### config.mk
export PLATFORM = sky130hd
export DESIGN_NAME = mips_irq_ctrl
export DESIGN_NICKNAME = d
export VERILOG_FILES = /design/src/rtl/mips_irq_ctrl.sv
export SDC_FILE = /design/constraint.sdc
export NUM_CORES = 1
export LEC_CHECK = 0
export BUFFER_PORTS_ARGS = -buffer_cell sky130_fd_sc_hd__buf_2
export CAP_MARGIN = 20
export CELL_PAD_IN_SITES_DETAIL_PLACEMENT = 1
export CELL_PAD_IN_SITES_GLOBAL_PLACEMENT = 1
export CORE_MARGIN = 8
export CORE_UTILIZATION = 29
export DETAILED_ROUTE_END_ITERATION = 12
export GPL_ROUTABILITY_DRIVEN = 0
export PLACE_DENSITY_LB_ADDON = 0.1
export SYNTH_ARGS = -nofsm -noshare
export SYNTH_HDL_FRONTEND = slang
export SYNTH_SLANG_ARGS = --single-unit
### constraint.sdc
create_clock -name clk -period 2.7 [get_ports clk]
set_input_delay 0.54 -clock clk [delete_from_list [all_inputs] [get_ports clk]]
set_output_delay 0.54 -clock clk [all_outputs]
set_load 0.005 [all_outputs]
### src/rtl/mips_irq_ctrl.sv
`default_nettype none
// ============================================================================
// Module   : mips_irq_ctrl
// Purpose  : Interrupt controller between five external interrupt lines and a
//            MIPS core. Rising edges on int_in latch into PENDING. The lowest
//            index set in PENDING & MASK is requested via irq/irq_cause/
//            irq_vector. No further request is raised until the core signals
//            eret. MASK, PENDING and CAUSE are readable and writable on a small
//            register port.
// Ports    : clk        - system clock, rising edge
//            rst        - asynchronous reset, active low
//            int_in     - raw interrupt lines; a rising edge is an event
//            irq        - request to core
//            irq_cause  - index of the requested or serviced source
//            irq_vector - VEC_BASE + (irq_cause << VEC_STRIDE_LOG2)
//            irq_ack    - core accepts the request (pulse)
//            eret       - core leaves the handler (pulse)
//            bus_we/bus_addr/bus_wdata/bus_rdata - register port
//                       0: MASK (R/W), 1: PENDING (R/W1C),
//                       2: CAUSE {state[10:9], irq[8], cause[2:0]}, 3: zero
// Options  : MIPS_IRQ_SYNC_EN - adds a two-flop synchronizer on int_in
// Revision : 1.0 - initial release
// ============================================================================
module mips_irq_ctrl #(
    parameter int          NUM_INT         = 5,
    parameter logic [31:0] VEC_BASE        = 32'h0000_0180,
    parameter int          VEC_STRIDE_LOG2 = 3
) (
    input  logic               clk,
    input  logic               rst,
    input  logic [NUM_INT-1:0] int_in,
    output logic               irq,
    output logic [2:0]         irq_cause,
    output logic [31:0]        irq_vector,
    input  logic               irq_ack,
    input  logic               eret,
    input  logic               bus_we,
    input  logic [1:0]         bus_addr,
    input  logic [31:0]        bus_wdata,
    output logic [31:0]        bus_rdata
);

    typedef enum logic [1:0] {
        S_IDLE = 2'd0,
        S_REQ  = 2'd1,
        S_SVC  = 2'd2
    } state_t;

    localparam logic [NUM_INT-1:0] c_one = {{(NUM_INT-1){1'b0}}, 1'b1};

    state_t             r_state;
    logic               r_irq;
    logic [2:0]         r_cause;
    logic [NUM_INT-1:0] r_mask;
    logic [NUM_INT-1:0] r_pending;
    logic [NUM_INT-1:0] r_int_q;

    logic [NUM_INT-1:0] w_int_src;
    logic [NUM_INT-1:0] w_edge;
    logic [NUM_INT-1:0] w_active;
    logic [NUM_INT-1:0] w_wr_clr;
    logic [NUM_INT-1:0] w_ack_clr;
    logic [2:0]         w_win;
    logic               w_any;
    logic               w_ack_take;
    logic               w_unused_wdata;

`ifdef MIPS_IRQ_SYNC_EN
    // Two-flop synchronizer for asynchronous interrupt lines.
    logic [NUM_INT-1:0] r_sync1;
    logic [NUM_INT-1:0] r_sync2;

    always_ff @(posedge clk or negedge rst) begin
        if (!rst) begin
            r_sync1 <= '0;
            r_sync2 <= '0;
        end else begin
            r_sync1 <= int_in;
            r_sync2 <= r_sync1;
        end
    end

    assign w_int_src = r_sync2;
`else
    assign w_int_src = int_in;
`endif

    assign w_edge     = w_int_src & ~r_int_q;
    assign w_active   = r_pending & r_mask;
    assign w_any      = |w_active;
    assign w_ack_take = (r_state == S_REQ) && irq_ack;

    // Clears from W1C writes and from the ack. New edges are ORed in after
    // the clear, so a simultaneous set wins.
    assign w_wr_clr  = (bus_we && (bus_addr == 2'd1)) ? bus_wdata[NUM_INT-1:0] : '0;
    assign w_ack_clr = w_ack_take ? (c_one << r_cause) : '0;

    // Only the low NUM_INT write-data bits map to register fields.
    assign w_unused_wdata = ^bus_wdata[31:NUM_INT];

    // Lowest index wins: scan downward so the last hit is the lowest.
    always_comb begin
        w_win = '0;
        for (int i = NUM_INT - 1; i >= 0; i--) begin
            if (w_active[i]) begin
                w_win = 3'(i);
            end
        end
    end

    always_ff @(posedge clk or negedge rst) begin
        if (!rst) begin
            r_state   <= S_IDLE;
            r_irq     <= 1'b0;
            r_cause   <= '0;
            r_mask    <= '0;
            r_pending <= '0;
            r_int_q   <= '0;
        end else begin
            r_int_q   <= w_int_src;
            r_pending <= (r_pending & ~(w_wr_clr | w_ack_clr)) | w_edge;

            if (bus_we && (bus_addr == 2'd0)) begin
                r_mask <= bus_wdata[NUM_INT-1:0];
            end

            // irq_cause is frozen from entry to REQ until the next IDLE
            // arbitration, so mask or W1C changes cannot retarget a request.
            case (r_state)
                S_IDLE: begin
                    if (w_any) begin
                        r_cause <= w_win;
                        r_irq   <= 1'b1;
                        r_state <= S_REQ;
                    end
                end
                S_REQ: begin
                    if (irq_ack) begin
                        r_irq   <= 1'b0;
                        r_state <= S_SVC;
                    end
                end
                S_SVC: begin
                    if (eret) begin
                        r_state <= S_IDLE;
                    end
                end
                default: begin
                    r_irq   <= 1'b0;
                    r_state <= S_IDLE;
                end
            endcase
        end
    end

    assign irq        = r_irq;
    assign irq_cause  = r_cause;
    assign irq_vector = VEC_BASE + ({29'd0, r_cause} << VEC_STRIDE_LOG2);

    always_comb begin
        bus_rdata = '0;
        case (bus_addr)
            2'd0: bus_rdata[NUM_INT-1:0] = r_mask;
            2'd1: bus_rdata[NUM_INT-1:0] = r_pending;
            2'd2: begin
                bus_rdata[2:0]  = r_cause;
                bus_rdata[8]    = r_irq;
                bus_rdata[10:9] = r_state;
            end
            default: bus_rdata = '0;
        endcase
    end

endmodule
`default_nettype wire

* Word level (Yosys, flattened, before mapping)
Cells that the tools add are included.
** Storage, ports and cells
- Flip-flop bits (word level) :: 21
** Operators by class
- $add $sub $neg :: 1
- Eq/ne operators :: 7
- Shifts and indexed selects :: 1
- Mux-type cells :: 17
- Bitwise gates (word level) :: 8
- Reduce and logical (&&, ||, !) cells :: 9
** Operators by type and width (count)
- $mux W3 :: 6
- $and A5 B5 Y5 :: 3
- $add A9 B6 Y10 const A :: 1
- $mux W5 :: 2
- $not A5 Y5 :: 2
- $or A5 B5 Y5 :: 2
- $pmux W3 S3 :: 1
- $mux W2 :: 3
- $ne A2 B2 Y1 const B :: 3
- $pmux W2 S3 :: 1
- $reduce_and A3 Y1 :: 2
- $reduce_or A5 Y1 :: 1
- $shl A1 B3 Y5 const A :: 1
- $eq A2 B1 Y1 const B :: 2
- $eq A2 B2 Y1 const B :: 2
- $logic_not A2 Y1 :: 2
- $pmux W2 S2 :: 1
- $logic_and A1 B1 Y1 :: 3
- $pmux W1 S3 :: 1
- $mux W1 :: 2
- $reduce_and A2 Y1 :: 1
- $not A1 Y1 :: 1

* Longest topological paths before layout
Gate-level depths: netlist of the first run.
- Depth in word-level cells :: 7
- Depth in mapped cells :: 4
- Gate-level depth less buffers :: 3

* Least setup slack after synthesis of the first run
No wires, ideal clock.
- Path type :: input-to-output
- From :: input bus_addr[0]
- To :: output bus_rdata[0]
- Arrival time :: 0.980 ns
- Required time :: 2.160 ns
- Setup slack :: 1.180 ns
- Cell stages on the path :: 4
- Path buffers :: 1
- Cells stage by stage :: buf_6 nor2b_1 nand2_1 o21ai_0
** Between the ends
- Cells in the longest elaborated chain, start to end :: 2
** RTL lines
- start, declared :: line 38 : input logic [1:0] bus_addr,
- $eq A2 B2 Y1 (tied with other cells) :: line 162 : case (bus_addr)
- $pmux W3 S3 (*) :: line 162
- end, declared :: line 40 : output logic [31:0] bus_rdata
Every way passes the cells marked *; elsewhere a longest branch is shown, timed or not.

* Final worst setup path of the first run
- From :: input bus_addr[0]
- To :: output bus_rdata[1]
Same word-level chain as after synthesis.

==> results, run 1 <==
- The fraction of met1 tracks used by global routing is a little under an eighth.
- In this run the clock root is driven by a sky130_fd_sc_hd__clkbuf_8.
- Setup violations remaining at the end of the flow were counted as 0.
- sky130_fd_sc_hd__buf_4 is the most common cell in the netlist.
- The pre-antenna-repair detailed-routing pass consisted of 2 iterations.
- The number of global-route vias before repair came to roughly 1.2k.
- The first global-routing pass estimated 6020 um of wire.
- The combined area of the multi-input logic cells is 653 um^2.
- In the final design database the tool counted between 200 and 250 nets.
- The clock passes through at most 2 buffers.
- The total count of max-transition violations in the final report is 0.
- Setup repair after global routing left no endpoint under its margin.
- After legalization and detailed placement, the total HPWL measured 3120 um.
- The flow ran to the end, and the final reports show no timing, DRC or antenna violations.
- The synthesized design spends more area on one cell type than any other, namely sky130_fd_sc_hd__dfrtp_1.
- STA classifies the critical path startpoint as an input pin.
- In the synthesized netlist, the cells that appear most often are sky130_fd_sc_hd__buf_4, sky130_fd_sc_hd__dfrtp_1, sky130_fd_sc_hd__nand2_1.
- For this design the ratio of total power to cell area is 740 nW/um^2.
- Data on the critical path arrives at its endpoint at 1370 ps.
- The tightest min-delay check is of the in2async type.
- At the worst endpoint, the required time is 2160 ps.
- The sink count of the clock tree is 21.
- The final layout contains routed wiring with a total length of 3720 um.
- The post-detailed-route via-to-cell ratio is just under 4.
- In this run the worst path has a maximum fanout of 9.
- The number of gates resized after CTS was 0.
- The routed length per placed instance is 14.8 um.
- The worst setup path is captured at a primary output.
- The cell type of the slowest stage on the worst timing path is sky130_fd_sc_hd__nor2b_1.
- Summed over all layers, the global routing overflow is 0.
- The sequential share of the synthesized area is 36.0%.
- The worst path uses 70.6% of the clock period.
- The clock transition at the register clock pins on the worst setup and hold paths after CTS is approximately 80 ps.
- The initial antenna violation count came to 0.
- The peak clock frequency supported by timing is 524 MHz.
- The synthesized design contains 0 enable-type register cells.
- The number of max-cap violations is 0.
- The number of placed instances with taps included is 247.
- The most numerous cell type found on the critical path is sky130_fd_sc_hd__buf_2.
- In the global route stage, met2 resource usage came out at 17.2%.
- The average instance area after synthesis is 9.54 um^2.
- The count of nets left with antenna violations once routing finished came out at 0.
- In the final layout, flip-flops and latches occupy 526 um^2.
- Pin placement for this block handled approximately 110 I/O pins.
- The count of buffers from port buffering is 31.
- The leakage dissipation is 0.000781 uW.
- After the flow finishes, the layout carries non-filler instances totaling about 250.
- The TritonCTS clock tree is built.
- The ratio of cells with drive above 1 in the final layout is 23.8%.
- Setup total negative slack on the finished layout was measured at 0 ps.
- The global routing met3 resource utilization is 1.51%.
- The layer flagged by global routing as most heavily used is met2.
- Between clock sinks in the finished design, the worst skew comes to around 4.0 ps.
- Traced cell by cell, the critical path runs through buf_2 > nor2b_1 > nand2_1 > o21ai_0 > buf_2.
- The Yosys warning count is 0.
- The sum of buffers and inverters on the critical path is 2.
- The overall die width is 87.0 um.
- For this run, design rule violations remaining after detail routing come to 0.
- The row count is 26.
- The netlist area before placement is roughly 1500 um^2.
- The vertical extent of the die is 87.0 um.
- The cell family contributing the most delay on the critical path is buffers and inverters.
- The clock period minus worst slack is 1910 ps.
- The number of synthesized register bits is 21.
- The overall global routing resource usage is 9.95%.
- The CTS buffer count is 3.
- The antenna diode count is 0.
- The number of setup buffers added after CTS is 0.
- The die outline area is between 7000 and 8000 um^2.
- The number of distinct library cells after synthesis is 30.
- VDD sags by at most 0.165 mV.
- The cell count after synthesis came out at 153.
- The proportion of synthesized flip-flops having asynchronous set or reset is 100%.
- The most used flip-flop cell after synthesis is sky130_fd_sc_hd__dfrtp_1.
- The clock latency on the worst-skew pair is 260 ps.
- The fraction of synthesized cell area taken by the top area cell type is 36.0%.
- For this configuration, the core starts out at a cell density of 29.3%.
- The detailed router finished its first iteration with 47 violations.
- Sorting the synthesized cells by area gives the leading types as sky130_fd_sc_hd__dfrtp_1, sky130_fd_sc_hd__buf_4, sky130_fd_sc_hd__mux2_2, sky130_fd_sc_hd__mux2i_1, sky130_fd_sc_hd__nand2_1.
- The critical path in this run is classified as in2out.
- On the worst path, the slowest cell contributes a delay of about 280 ps.
- For this block, the via count after detailed routing is slightly below 1k.
- The placeable core region is 4980 um^2.
- Entering global routing, the biggest net connects 22 pins.
- The number of fill cells is between 600 and 700.
- Compared with the post-synthesis result, the final layout area differs by 2.57%.
- In this run the number of H-tree levels came out at 1.
- The final number of hold-violating endpoints is 0.
- For this design, the CTS-stage hold fixing added 0 buffers.
-- worst register-to-register path: cells and delay by family, from the launching register on --
family | cells | cell delay [ps]
simple gates | 2 | 510
flops | 1 | 460
compound gates | 1 | 260
-- per-stage QoR --
stage	instance area, um^2	power [uW]	utilization [%]	hold slack (ps)	worst slack [ps]
2_1_floorplan	1650	812	-	244	1180
3_3_place_gp	1450	904	29.2	522	776
3_5_place_dp	1450	913	29.2	534	753
4_1_cts	1500	1130	30.1	242	744
5_1_grt	1500	1210	30.1	268	609
6_report	1500	1110	30.1	232	793
-- metal layers --
metal	share of wire [%]	wire length (um)
met3	5.5	205
met2	51	1890
met5	0	0
met1	43	1590
met4	1.1	40
-- worst paths after layout --
path,slack [ps],from,cells past startpoint,to
setup / recovery,790,bus_addr[0],5,bus_rdata[1]
hold / removal,230,rst,1,r_int_q[3]$_DFF_PN0_
setup reg to reg,1360,irq_cause[2]$_DFFE_PN0P_,3,r_pending[1]$_DFF_PN0_
hold reg to reg,540,irq$_DFFE_PN0P_,2,irq$_DFFE_PN0P_
max in group asynchronous,2130,rst,1,r_pending[4]$_DFF_PN0_
min in group clk,390,int_in[2],1,r_int_q[2]$_DFF_PN0_
-- cells by family after synthesis --
kind of cell,count (synthesis),synth area share [%]
buffers and inverters,66,32.4
AND/OR/NAND/NOR,31,12.1
AO/OA/AOI/OAI,23,11.7
flip-flops,21,36.0
multiplexers,10,7.28
other,2,0.514
-- sequential cells by signal, summed over array words and instances (netlist names) --
name       count
irq            1
irq_cause      3
r_int_q        5
r_mask         5
r_pending      5
r_state        2
-- placed cells by master, fill, tap and decap left out, drive strengths merged, types with 2 or more instances in the layout --
| master | instances |
|---|---|
| o21ai | 5 |
| inv | 8 |
| nand2 | 11 |
| a32oi | 2 |
| clkbuf | 3 |
| and2 | 3 |
| buf | 31 |
| conb | 53 |
| nor2 | 6 |
| nand3 | 2 |
| a32o | 3 |
| a22o | 3 |
| dfrtp | 21 |
| nor2b | 3 |
| a22oi | 3 |
| mux2 | 5 |
| mux2i | 5 |
-- layout make-up --
cell class / count / area share (%)
Multi-Input combinational cell: 117 / 43.6
Clock inverter: 1 / 0.334
Tap cell: 70 / 5.85
Timing Repair Buffer: 31 / 10.4
Sequential cell: 21 / 35.1
Clock buffer: 3 / 2.76
Inverter: 8 / 2.01
-- power by group --
part	switching, uW	internal (uW)
Clock	106	103
Combinational	200	184
Sequential	118	397
Power figures use the tool's default switching activity.
==> run 2, diff against run 1 <==
--- a/config.mk
+++ b/config.mk
@@ -10,7 +10,7 @@
 export CELL_PAD_IN_SITES_DETAIL_PLACEMENT = 1
 export CELL_PAD_IN_SITES_GLOBAL_PLACEMENT = 1
 export CORE_MARGIN = 8
-export CORE_UTILIZATION = 29
+export CORE_UTILIZATION = 27
 export DETAILED_ROUTE_END_ITERATION = 12
 export GPL_ROUTABILITY_DRIVEN = 0
 export PLACE_DENSITY_LB_ADDON = 0.1
==> constraint.sdc (replaced) <==
create_clock -name clk -period 1.9 [get_ports clk]
set_input_delay 0.38 -clock clk [delete_from_list [all_inputs] [get_ports clk]]
set_output_delay 0.38 -clock clk [all_outputs]
set_load 0.005 [all_outputs]
==> results, run 2 (synthesis results as in run 1) <==
- The post-detailed-route via-to-cell ratio is between 3 and 4.
- The combinational share of power is 34.7%.
- The deepest clock path buffer count is 2.
- The endpoint of the worst register-to-register path is irq$_DFFE_PN0P_.
- The worst register-to-register path has a depth of 3.
- CTS built an H-tree with a depth of 1.
- The floorplan step set the die height to 89.5 um.
- The flow ran to the end, and the final reports show no timing, DRC or antenna violations.
- The row count is 26.
- In this run the worst path has a maximum fanout of 9.
- From left edge to right edge, the die measures 89.5 um.
- The later pin in the worst-skew pair is clocked with a latency of 260 ps.
- The area overhead of the layout relative to synthesis is 2.57%.
- The clock group share of total power is 19.0%.
- The routed design could run at a clock period as short as ~1600 ps.
- The placed wire-length estimate is 3000 um.
- The CTS buffer count is 3.
- The finished layout holds 251 standard cells, fillers aside.
- Clock tree synthesis found a total of 21 sinks.
- After filler insertion, the fill cell instance count of the layout stands at 636.
- The cell family contributing the most delay on the critical path is buffers and inverters.
- Among all stages on the critical path, the largest delay is contributed by sky130_fd_sc_hd__nor2b_1.
- The number of DRC violations after detailed-routing iteration 0 is 33.
- The library cell used as clock root buffer is sky130_fd_sc_hd__clkbuf_8.
- The number of antenna diodes in the final layout is 0.
- The first global-routing pass estimated between 5000 and 6000 um of wire.
- The ratio of cells with drive above 1 in the final layout is 23.8%.
- The post-route DRC violation count is 0.
- The leakage dissipation is between 0.0007 and 0.0008 uW.
- The number of hold buffers added after CTS is 0.
- The classification of the worst-slack hold path is in2async.
- The worst ir drop on vdd is 0.277 mV.
- After global routing the overflow that remains totals 0.
- For this run, the top clock speed supported by timing is 642 MHz.
- Setup repair after global routing left no endpoint under its margin.
- The floorplan step defined a core boundary enclosing between 5000 and 6000 um^2.
- The largest registers in the layout are r_int_q: 5 flops, r_mask: 5 flops, r_pending: 5 flops.
- The worst setup path is captured at a primary output.
- The internal portion of the total power is 972 uW.
- The net count of the finished layout is 226.
- The count of buffers from port buffering is 31.
- The count of final setup violators is 0.
- The beginning of the worst register-to-register path is r_pending[0]$_DFF_PN0_.
- The routed length per placed instance is 14.5 um.
- The number of placed instances with taps included is 247.
- The critical path goes through buf_2 > nor2b_1 > nand2_1 > o21ai_0 > buf_2.
- Post-CTS timing repair inserted 0 buffers for setup.
- The pin count of the biggest net entering global routing is 22.
- The number of top-level pins is 112.
- The largest stage delay on the critical path is roughly 270 ps.
- The via count is 994.
- In this run the power density over the cells is 1050 nW/um^2.
- The number of global-route vias before repair came to 1136.
- TritonCTS built the clock tree.
- Once the floorplan was initialized, standard cells occupied between 20% and 30% of the core.
- The die outline area is 8020 um^2.
- The arrival time at the worst endpoint is between 1000 and 1500 ps.
- The final number of hold-violating endpoints is 0.
- The clock skew after layout is 4.05 ps.
- The clock transition at the register clock pins on the worst setup and hold paths after CTS is about 80 ps.
- The final total negative setup slack is 0 ps.
- By instance count, the cell type seen most on the critical path is sky130_fd_sc_hd__buf_2.
- The critical path class is in2out.
- Per report_power, the sequential group accounts for 46.3% of the total.
- STA puts the critical path data required time at about 1500 ps.
- Counting both buffers and inverters, the worst setup path holds a total of 2.
- The total count of max-transition violations in the final report came to 0.
- The setup check on the worst reg-to-reg path leaves a slack of 540 ps.
- The first detailed-routing pass took 4 iterations.
- The period utilization is approximately four fifths.
- For this design the total switching power over the nets is between 500 and 600 uW.
- The post-cts gate resize count is 0.
- In the layout the commonest cells are sky130_fd_sc_hd__conb_1, sky130_fd_sc_hd__buf_2, sky130_fd_sc_hd__dfrtp_1.
- The switching part of the total power is about two fifths.
- The worst setup path is launched from an input pin.
- The commonest non-fill, non-tap cell in the layout is sky130_fd_sc_hd__conb_1.
- The initial antenna violation count is 0.
- The overall global routing resource usage is 9.38%.
- Once detail routing completed, the nets flagged for antenna violations numbered 0.
- For this block, the routed nets add up to approximately 3600 um of wire.
- The number of max-cap violations is 0.
[run 2: cell counts in the layout (fill, tap and decap cells not counted)]
Identical to the previous run, type by type.
[run 2: worst reg2reg max path, stage by stage, from the launching register on]
cell and delay [ps]:
sky130_fd_sc_hd__dfrtp_1 420, sky130_fd_sc_hd__a22oi_1 430, sky130_fd_sc_hd__a311oi_1 220, sky130_fd_sc_hd__nand2b_1 190
[run 2: power by group through the flow]
stage | sequential [uW] | clock (uW) | combinational, uW
after floorplan | 690 | 0 | 464
after global placement | 733 | 0 | 548
final | 726 | 297 | 545
after global routing | 758 | 338 | 629
after CTS | 730 | 315 | 556
after detailed placement | 738 | 0 | 553
[run 2: how the worst max path moves through the flow]
stage                                   from                    end  slack [ps]  cells after the start
floorplan                        bus_addr[0]  r_mask[0]$_DFFE_PN0P_         660                      3
global placement                 bus_addr[0]           bus_rdata[2]         310                      5
detailed placement               bus_addr[0]           bus_rdata[2]         330                      5
CTS                 irq_cause[0]$_DFFE_PN0P_           bus_rdata[0]         310                      3
global route        irq_cause[1]$_DFFE_PN0P_           bus_rdata[1]         230                      3
finish                           bus_addr[0]           bus_rdata[0]         340                      5
[run 2: cell type report]
type	count	area [um^2]	share of cell area (%)
sequential	21	526	35.1
clock buffer	3	41.3	2.76
inverter	8	30.0	2.01
multi-input combinational	117	653	43.6
clock inverter	1	5.00	0.334
tap	70	87.6	5.85
timing repair buffer	31	155	10.4
[run 2: metrics by stage]
stage	utilization [%]	instance area, um^2	power, uW	setup slack (ps)	hold slack, ps
after floorplan	-	1650	1150	656	84.4
after global placement	28.1	1450	1280	312	378
after detailed placement	28.1	1450	1290	330	381
after global routing	29.0	1500	1720	229	106
final	29.0	1500	1570	343	74.6
after CTS	29.0	1500	1600	307	91.1
[run 2: routing by layer]
| layer | track usage [%] | wire length (um) | vias to the layer above |
|---|---|---|---|
| met5 | 0 | 0 | - |
| met4 | 3.47 | 38 | 0 |
| met3 | 2.85 | 373 | 2 |
| met2 | 15.7 | 1690 | 57 |
| met1 | 10.9 | 1550 | 474 |
| li1 | - | - | 461 |
